==> src/rtl/uart_rx_sampler.sv <==
// Oversampling bit sampler for a UART receiver: counts oversample ticks and bits, strobes the recovered bit at mid-bit.
// Optional build macro MAJORITY_VOTE_EN enables 3-tap majority voting around the mid-bit sample.
module uart_rx_sampler #(
    parameter int PRESCALE_W = 6
) (
    input  logic                  CLK,
    input  logic                  Reset,
    input  logic                  RX_IN,
    input  logic [PRESCALE_W-1:0] Prescale,
    input  logic                  enable,
    input  logic                  data_samp_en,
    output logic                  sampled_data,
    output logic                  sampled,
    output logic [PRESCALE_W-1:0] edge_cnt,
    output logic [3:0]            bit_cnt
);

    localparam logic [PRESCALE_W-1:0] PS_MIN   = PRESCALE_W'(4);
    localparam logic [PRESCALE_W-1:0] PS_RESET = PRESCALE_W'(8);
    localparam logic [PRESCALE_W-1:0] ONE      = PRESCALE_W'(1);
    localparam logic [PRESCALE_W-1:0] TWO      = PRESCALE_W'(2);

    logic [PRESCALE_W-1:0] ps_reg, ps_next;
    logic [PRESCALE_W-1:0] ps_clamped;
    logic [PRESCALE_W-1:0] edge_reg, edge_next;
    logic [3:0]            bit_reg, bit_next;
    logic                  sampled_reg, sampled_next;
    logic                  data_reg, data_next;
    logic [PRESCALE_W-1:0] mid;
    logic [PRESCALE_W-1:0] last_edge;
    logic                  strobe;
    logic                  recovered;

    assign mid       = ps_reg >> 1;
    assign last_edge = ps_reg - ONE;

    // Ratio is only re-latched while idle, so the counters never see it change mid-frame.
    always_comb begin
        ps_clamped = {Prescale[PRESCALE_W-1:1], 1'b0};
        if (Prescale < PS_MIN) begin
            ps_clamped = PS_MIN;
        end
        ps_next = ps_reg;
        if (!enable) begin
            ps_next = ps_clamped;
        end
    end

    always_comb begin
        edge_next = edge_reg;
        bit_next  = bit_reg;
        if (!enable) begin
            edge_next = '0;
            bit_next  = '0;
        end else if (edge_reg >= last_edge) begin
            edge_next = '0;
            bit_next  = bit_reg + 4'd1;
        end else begin
            edge_next = edge_reg + ONE;
        end
    end

`ifdef MAJORITY_VOTE_EN
    // Taps at mid-2 and mid-1; mid itself comes straight from the line.
    logic [1:0] vote;

    for (genvar gi = 0; gi < 2; gi++) begin : g_vote
        logic tap_reg;

        always_ff @(posedge CLK) begin
            if (Reset) begin
                tap_reg <= 1'b0;
            end else if (enable && (edge_reg == mid - TWO + PRESCALE_W'(gi))) begin
                tap_reg <= RX_IN;
            end
        end

        assign vote[gi] = tap_reg;
    end

    assign recovered = (vote[0] & vote[1]) | (vote[0] & RX_IN) | (vote[1] & RX_IN);
`else
    assign recovered = RX_IN;
`endif

    always_comb begin
        strobe       = enable && data_samp_en && (edge_reg == mid);
        sampled_next = strobe;
        data_next    = data_reg;
        if (strobe) begin
            data_next = recovered;
        end
    end

    always_ff @(posedge CLK) begin
        if (Reset) begin
            ps_reg      <= PS_RESET;
            edge_reg    <= '0;
            bit_reg     <= '0;
            sampled_reg <= 1'b0;
            data_reg    <= 1'b1;
        end else begin
            ps_reg      <= ps_next;
            edge_reg    <= edge_next;
            bit_reg     <= bit_next;
            sampled_reg <= sampled_next;
            data_reg    <= data_next;
        end
    end

    assign edge_cnt     = edge_reg;
    assign bit_cnt      = bit_reg;
    assign sampled      = sampled_reg;
    assign sampled_data = data_reg;

endmodule

==> config.mk <==
export PLATFORM = sky130hd
export DESIGN_NAME = uart_rx_sampler
export DESIGN_NICKNAME = d
export VERILOG_FILES = /design/src/rtl/uart_rx_sampler.sv
export SDC_FILE = /design/constraint.sdc
export NUM_CORES = 1
export LEC_CHECK = 0
export CORE_MARGIN = 10
export CORE_UTILIZATION = 45
export CTS_BUF_LIST = sky130_fd_sc_hd__clkbuf_8
export DETAILED_ROUTE_END_ITERATION = 16
export MAX_ROUTING_LAYER = met4
export PLACE_DENSITY = 0.77
export SETUP_SLACK_MARGIN = 0.15
export SLEW_MARGIN = 5
export SYNTH_ARGS = -nofsm -noshare
export SYNTH_HDL_FRONTEND = slang
export SYNTH_SLANG_ARGS = --single-unit
==> constraint.sdc <==
create_clock -name CLK -period 2 [get_ports CLK]
set_input_delay 0.3 -clock CLK [delete_from_list [all_inputs] [get_ports CLK]]
set_output_delay 0.3 -clock CLK [all_outputs]
set_load 0.01 [all_outputs]
**Word-level counts from Yosys, hierarchy flattened**

Cells that the tools add are included.

- Add/sub/neg operators: 3
- Magnitude comparators: 2
- Equality and inequality tests: 1
- Mux-type cells: 1
- Bitwise gates (word level): 1
- Reduce and logical (&&, ||, !) cells: 4

Operator list:

| kind | number |
|---|---|
| adder 6 x 1 -> 6 bit, second input constant | 1 |
| equality test 6 x 5 -> 1 bit | 1 |
| greater-or-equal comparator 6 bit | 1 |
| less-than comparator 6 x 3 -> 1 bit, second input constant | 1 |
| two-way mux 6 bit | 1 |
| subtractor 6 x 1 -> 6 bit, second input constant | 1 |
| adder 4 x 1 -> 4 bit, second input constant | 1 |
| OR reduction 3 bit | 1 |
| logical AND 1 bit | 2 |
| OR reduction 2 bit | 1 |
| inverter 1 bit | 1 |

- Bits in registers: 18
- Input port bits: 11
- Output and inout port bits: 12
- Word-level logic and storage cells: 17

**Depth between registers and ports, before layout**

- Depth after elaboration: 3
- Mapped depth: 10
- Mapped depth without buffers: 9

**Worst setup path after synthesis**

OpenSTA, ideal clock, no wires.

- Kind: register to register
- From: register ps_reg[1]
- To: register edge_reg[3], in the netlist edge_cnt[3]
- Library setup time: 0.064 ns
- Data arrival time: 1.912 ns
- Data required time: 1.936 ns
- Slack: 0.023 ns
- Stages on the path, launching flop included: 11
- Buffers on the path: 1
- Clock period less this slack: 1.977 ns
- Path through: dfxtp_1 -> inv_1 -> ha_1 -> nand2_1 -> xor2_1 -> ha_1 -> a21oi_1 -> o21ai_1 -> or3_1 -> buf_2 -> nor2_1

- Longest elaborated chain between the ends: 3

Ends and longest elaborated chain:

| item | line | RTL |
|---|---|---|
| from (decl) | 23 | `logic [PRESCALE_W-1:0] ps_reg, ps_next;` |
| from (signal assigned) | 103 | `ps_reg <= ps_next;` |
| subtractor 6 x 1 -> 6 bit | 35 | `assign last_edge = ps_reg - ONE;` |
| greater-or-equal comparator 6 bit | 55 | `end else if (edge_reg >= last_edge) begin` |
| OR reduction 3 bit (no source line) | -- |  |
| to (signal assigned) | 104 | `edge_reg <= edge_next;` |
| to (decl) | 25 | `logic [PRESCALE_W-1:0] edge_reg, edge_next;` |

No other way between the ends.
A chain may end at the register's enable or synchronous reset.

**Worst setup path in the final report**

- From: register ps_reg[2]
- To: register edge_reg[3], in the netlist edge_cnt[3]

Same word-level chain as after synthesis.

==> metrics.txt <==
number of cells on the worst reg-to-reg path=9; Finish-stage setup viols=0; Cell Chain, Critical Path=inv_2 > ha_4 > nand2_4 > xor2_2 > ha_4 > a21oi_2 > o21ai_2 > or3_4 > nor2_1; Net count, final=approximately 150; outcome=finished, final reports clean; unrepaired setup endpoints after global routing=yes; critical path endpoint category=flip-flop; Num CTS Buffers=3; stage delay of the slowest cell on the critical path=roughly 0.44 ns; Placed Area=between 1000 and 1500 sq um; post-route cell area=approximately 1300 sq um; count of input and output buffers=21; combinational family with the most area after synthesis=simple AND/OR/NAND/NOR gates; final cell count without fillers=between 150 and 200; Static Leakage=about 0.54 nW; total of flip-flops plus latches after synthesis=17; multiplexer area fraction after synthesis=under 10%; HPWL after detailed placement=roughly 1.6 mm; power share of the clock group=between 30% and 40%; ANT nets after route=0; internal power=between 0.5 and 0.6 mW; most repeated library cell on the critical path=sky130_fd_sc_hd__ha_4; global-route total usage across every layer=roughly 11%; wire length of the first global-routing pass=3.74 mm; Critical Path AT=2.08 ns; num rows=16; register clock-pin slew on the reported worst setup and hold paths=0.07 ns; max FFs per register=6; switching share of total power=between 20% and 30%; transition at the pin with the smallest max-transition slack=just over 0.4 ns; simple-gate share of the synthesized area=between 20% and 30%; Power Density=568 nW/um^2; via count of the first global-routing pass=854; final setup margin=between 0.1 and 0.15 ns; synthesis-to-layout area growth=44.4%; dpl cells=roughly 150; Highest Clock Rate=roughly 0.53 GHz; count of routing violations after the opening detailed-route iteration=18; worst ir drop on vdd=0.000389 V; setup clock skew after layout=~0.0012 ns; Ant. Diodes=0; count of buffer and inverter cells on the critical path=1; CP Data Required Time=approximately 2.2 ns; Final Cycle Share=a little over nine tenths; Syn Inst Count=about 100; # H-tree levels=1; distinct cell type count after synthesis=33; portion of total power attributed to sequential cells=about 48%; startpoint of the lowest-slack hold path=sampled_data$_SDFFE_PP1P_; layout cell share with drive strength beyond 1=between 20 and 25%; DR vias/cell=between 5 and 6; startpoint of the lowest-slack register-to-register path=ps_reg[2]$_SDFFE_PP0N_; Comb pwr share=between 10% and 20%; last weighted congestion value of the routability-driven placer=0.757; Post-Syn Nets=120; synthesis warning total=0; timing startpoint of the critical path=ps_reg[2]$_SDFFE_PP0N_; CTS Sinks=17; Cell Area, Synth=between 900 and 1000 sq um; category of the critical setup timing path=flip-flop to flip-flop; Initial DRT Pass Iterations=4; flip-flop cell with the highest count after synthesis=sky130_fd_sc_hd__dfxtp_1; worst hold-check path type=flip-flop to flip-flop; total power after layout=approximately 0.75 mW; Worst slew margin=between 70% and 80%; Die Footprint=4230 sq um; total number of vias=between 800 and 900; final-report hold violation count=0; cell family with most CP delay=simple AND/OR/NAND/NOR gates; clock root buffer master=sky130_fd_sc_hd__clkbuf_8; Net Sw Power=0.193 mW; global route total overflow=0; clock tree from TritonCTS=yes; top cell type's share of synthesized area=37.3%; Post-synth EDFFs=0; synthesized-area fraction occupied by ao, oa, aoi and oai cells=just over 10%; share of the synthesized netlist area taken by xor and xnor gates=between 10% and 20%; Max Root-Sink Buffers=2; dominant cells by area after synthesis=sky130_fd_sc_hd__dfxtp_1 37%, sky130_fd_sc_hd__ha_1 11%, sky130_fd_sc_hd__xor2_1 6.7%, sky130_fd_sc_hd__nor2_1 5.8%, sky130_fd_sc_hd__xnor2_1 4.8%; final period demand of the worst path=around 1.9 ns; # IOs=23; width of the die=~65 microns; final total negative setup slack=0 ns; antenna violations before repair=0; Routed WL=roughly 2.3 mm; kind of start point of the critical path=flip-flop; post-DR wirelength/cell=14.7 microns; number of DRC violations after detailed routing=0; highest fanout seen on the critical path=6; number of max-cap violations=0; initial core utilization=a little under half; Vert. Die Dim=roughly 65 microns; Hold Crit Depth=1; largest net degree at the start of global routing=10; setup slack after placement=0.0606 ns; final hold slack=between 0.4 and 0.5 ns; fraction of synthesis flops using an asynchronous set or reset pin=0%; Slew Limit Fails=0; sequential cell area fraction in the yosys report=37.3%; adder and majority cell fraction of the synthesized area=a little over a tenth; critical path's slowest cell=sky130_fd_sc_hd__or3_4; clock latency of the later-clocked register in the worst-skew pair=0.25 ns; filler instances=roughly 150; core occupancy in the finished layout=between 60% and 70%; logic depth of the worst path, buffers included=9; leading area contributor after synthesis=sky130_fd_sc_hd__dfxtp_1; core area=around 2000 sq um; Post-Syn Area per Cell=between 9 and 10 sq um
cells in the mapped netlist, types with 2 or more instances:
cell                      count
sky130_fd_sc_hd__a21oi_1      4
sky130_fd_sc_hd__xor2_1       7
sky130_fd_sc_hd__buf_2        2
sky130_fd_sc_hd__dfxtp_1     17
sky130_fd_sc_hd__a211o_1      2
sky130_fd_sc_hd__inv_1        3
sky130_fd_sc_hd__nor3_1       5
sky130_fd_sc_hd__nor2_1      14
sky130_fd_sc_hd__nand3_1      4
sky130_fd_sc_hd__mux2i_1      3
sky130_fd_sc_hd__xnor2_1      5
sky130_fd_sc_hd__nand2_1      7
sky130_fd_sc_hd__ha_1         8
power by group through the flow:
stage	Clock, mW	Sequential [mW]	Combinational [mW]
after CTS	0.258	0.360	0.111
after floorplan	0	0.368	0.0655
after global routing	0.270	0.364	0.140
after detailed placement	0	0.369	0.106
after global placement	0	0.368	0.102
final	0.258	0.362	0.129
worst register-to-register path: stages (launching register included):
cell	delay (ns)
sky130_fd_sc_hd__dfxtp_2	0.35
sky130_fd_sc_hd__inv_2	0.06
sky130_fd_sc_hd__ha_4	0.17
sky130_fd_sc_hd__nand2_4	0.06
sky130_fd_sc_hd__xor2_2	0.19
sky130_fd_sc_hd__ha_4	0.24
sky130_fd_sc_hd__a21oi_2	0.14
sky130_fd_sc_hd__o21ai_2	0.08
sky130_fd_sc_hd__or3_4	0.44
sky130_fd_sc_hd__nor2_1	0.10
per-layer routing:
metal	routed length [microns]	part of all wire, %	global-route usage, %	vias to the layer above
met5	0	0	-	-
li1	-	-	-	415
met2	1210	52	19.8	25
met1	968	42	11.3	389
met3	103	4.4	2.92	7
met4	50	2.1	5.61	0
final cells by class:
class,count,area (sq um),share of cell area (%)
clock buffers,3,41.3,3.13
clock inverters,1,3.75,0.285
inverters,3,11.3,0.855
multi-input cells,78,611,46.3
flip-flops and latches,17,347,26.3
well taps,27,33.8,2.56
repair buffers,29,270,20.5
cell families (layout without fill, tap and decap cells):
family,Yosys count,in the layout
xor gates and xnor gates,12,12
adders and majority gates,8,8
and+or+nand+nor,41,41
DFF,17,17
buffers and inverters,6,36
muxes,3,3
AOI/OAI and AO/OA,14,14
timing repair:
item                                    4_1_cts  5_1_grt
hold buffers                                  0        0
pin swaps                                     3        6
buffers inserted                              1        2
endpoints found under the setup margin        9       10
gates resized for setup                       3        9
layout by cell type, fill, tap and decap left out, types with 2 or more instances in the layout:
cell	count
sky130_fd_sc_hd__a21oi_1	3
sky130_fd_sc_hd__a211o_1	2
sky130_fd_sc_hd__clkdlybuf4s50_1	21
sky130_fd_sc_hd__clkbuf_8	3
sky130_fd_sc_hd__inv_2	2
sky130_fd_sc_hd__nor3_1	4
sky130_fd_sc_hd__inv_1	2
sky130_fd_sc_hd__buf_4	8
sky130_fd_sc_hd__xnor2_1	5
sky130_fd_sc_hd__dfxtp_1	14
sky130_fd_sc_hd__dfxtp_2	2
sky130_fd_sc_hd__nor2_1	12
sky130_fd_sc_hd__mux2i_1	3
sky130_fd_sc_hd__ha_4	2
sky130_fd_sc_hd__xor2_1	6
sky130_fd_sc_hd__nand3_1	4
sky130_fd_sc_hd__nand2_1	6
sky130_fd_sc_hd__ha_1	6
final timing paths:
check | endpoint | slack (ns)
max | edge_cnt[3]$_SDFF_PP0_ | 0.12
max reg2reg | edge_cnt[3]$_SDFF_PP0_ | 0.12
min | sampled_data$_SDFFE_PP1P_ | 0.47
min reg2reg | sampled_data$_SDFFE_PP1P_ | 0.47
No activity file was read; power rests on OpenSTA's default activity.
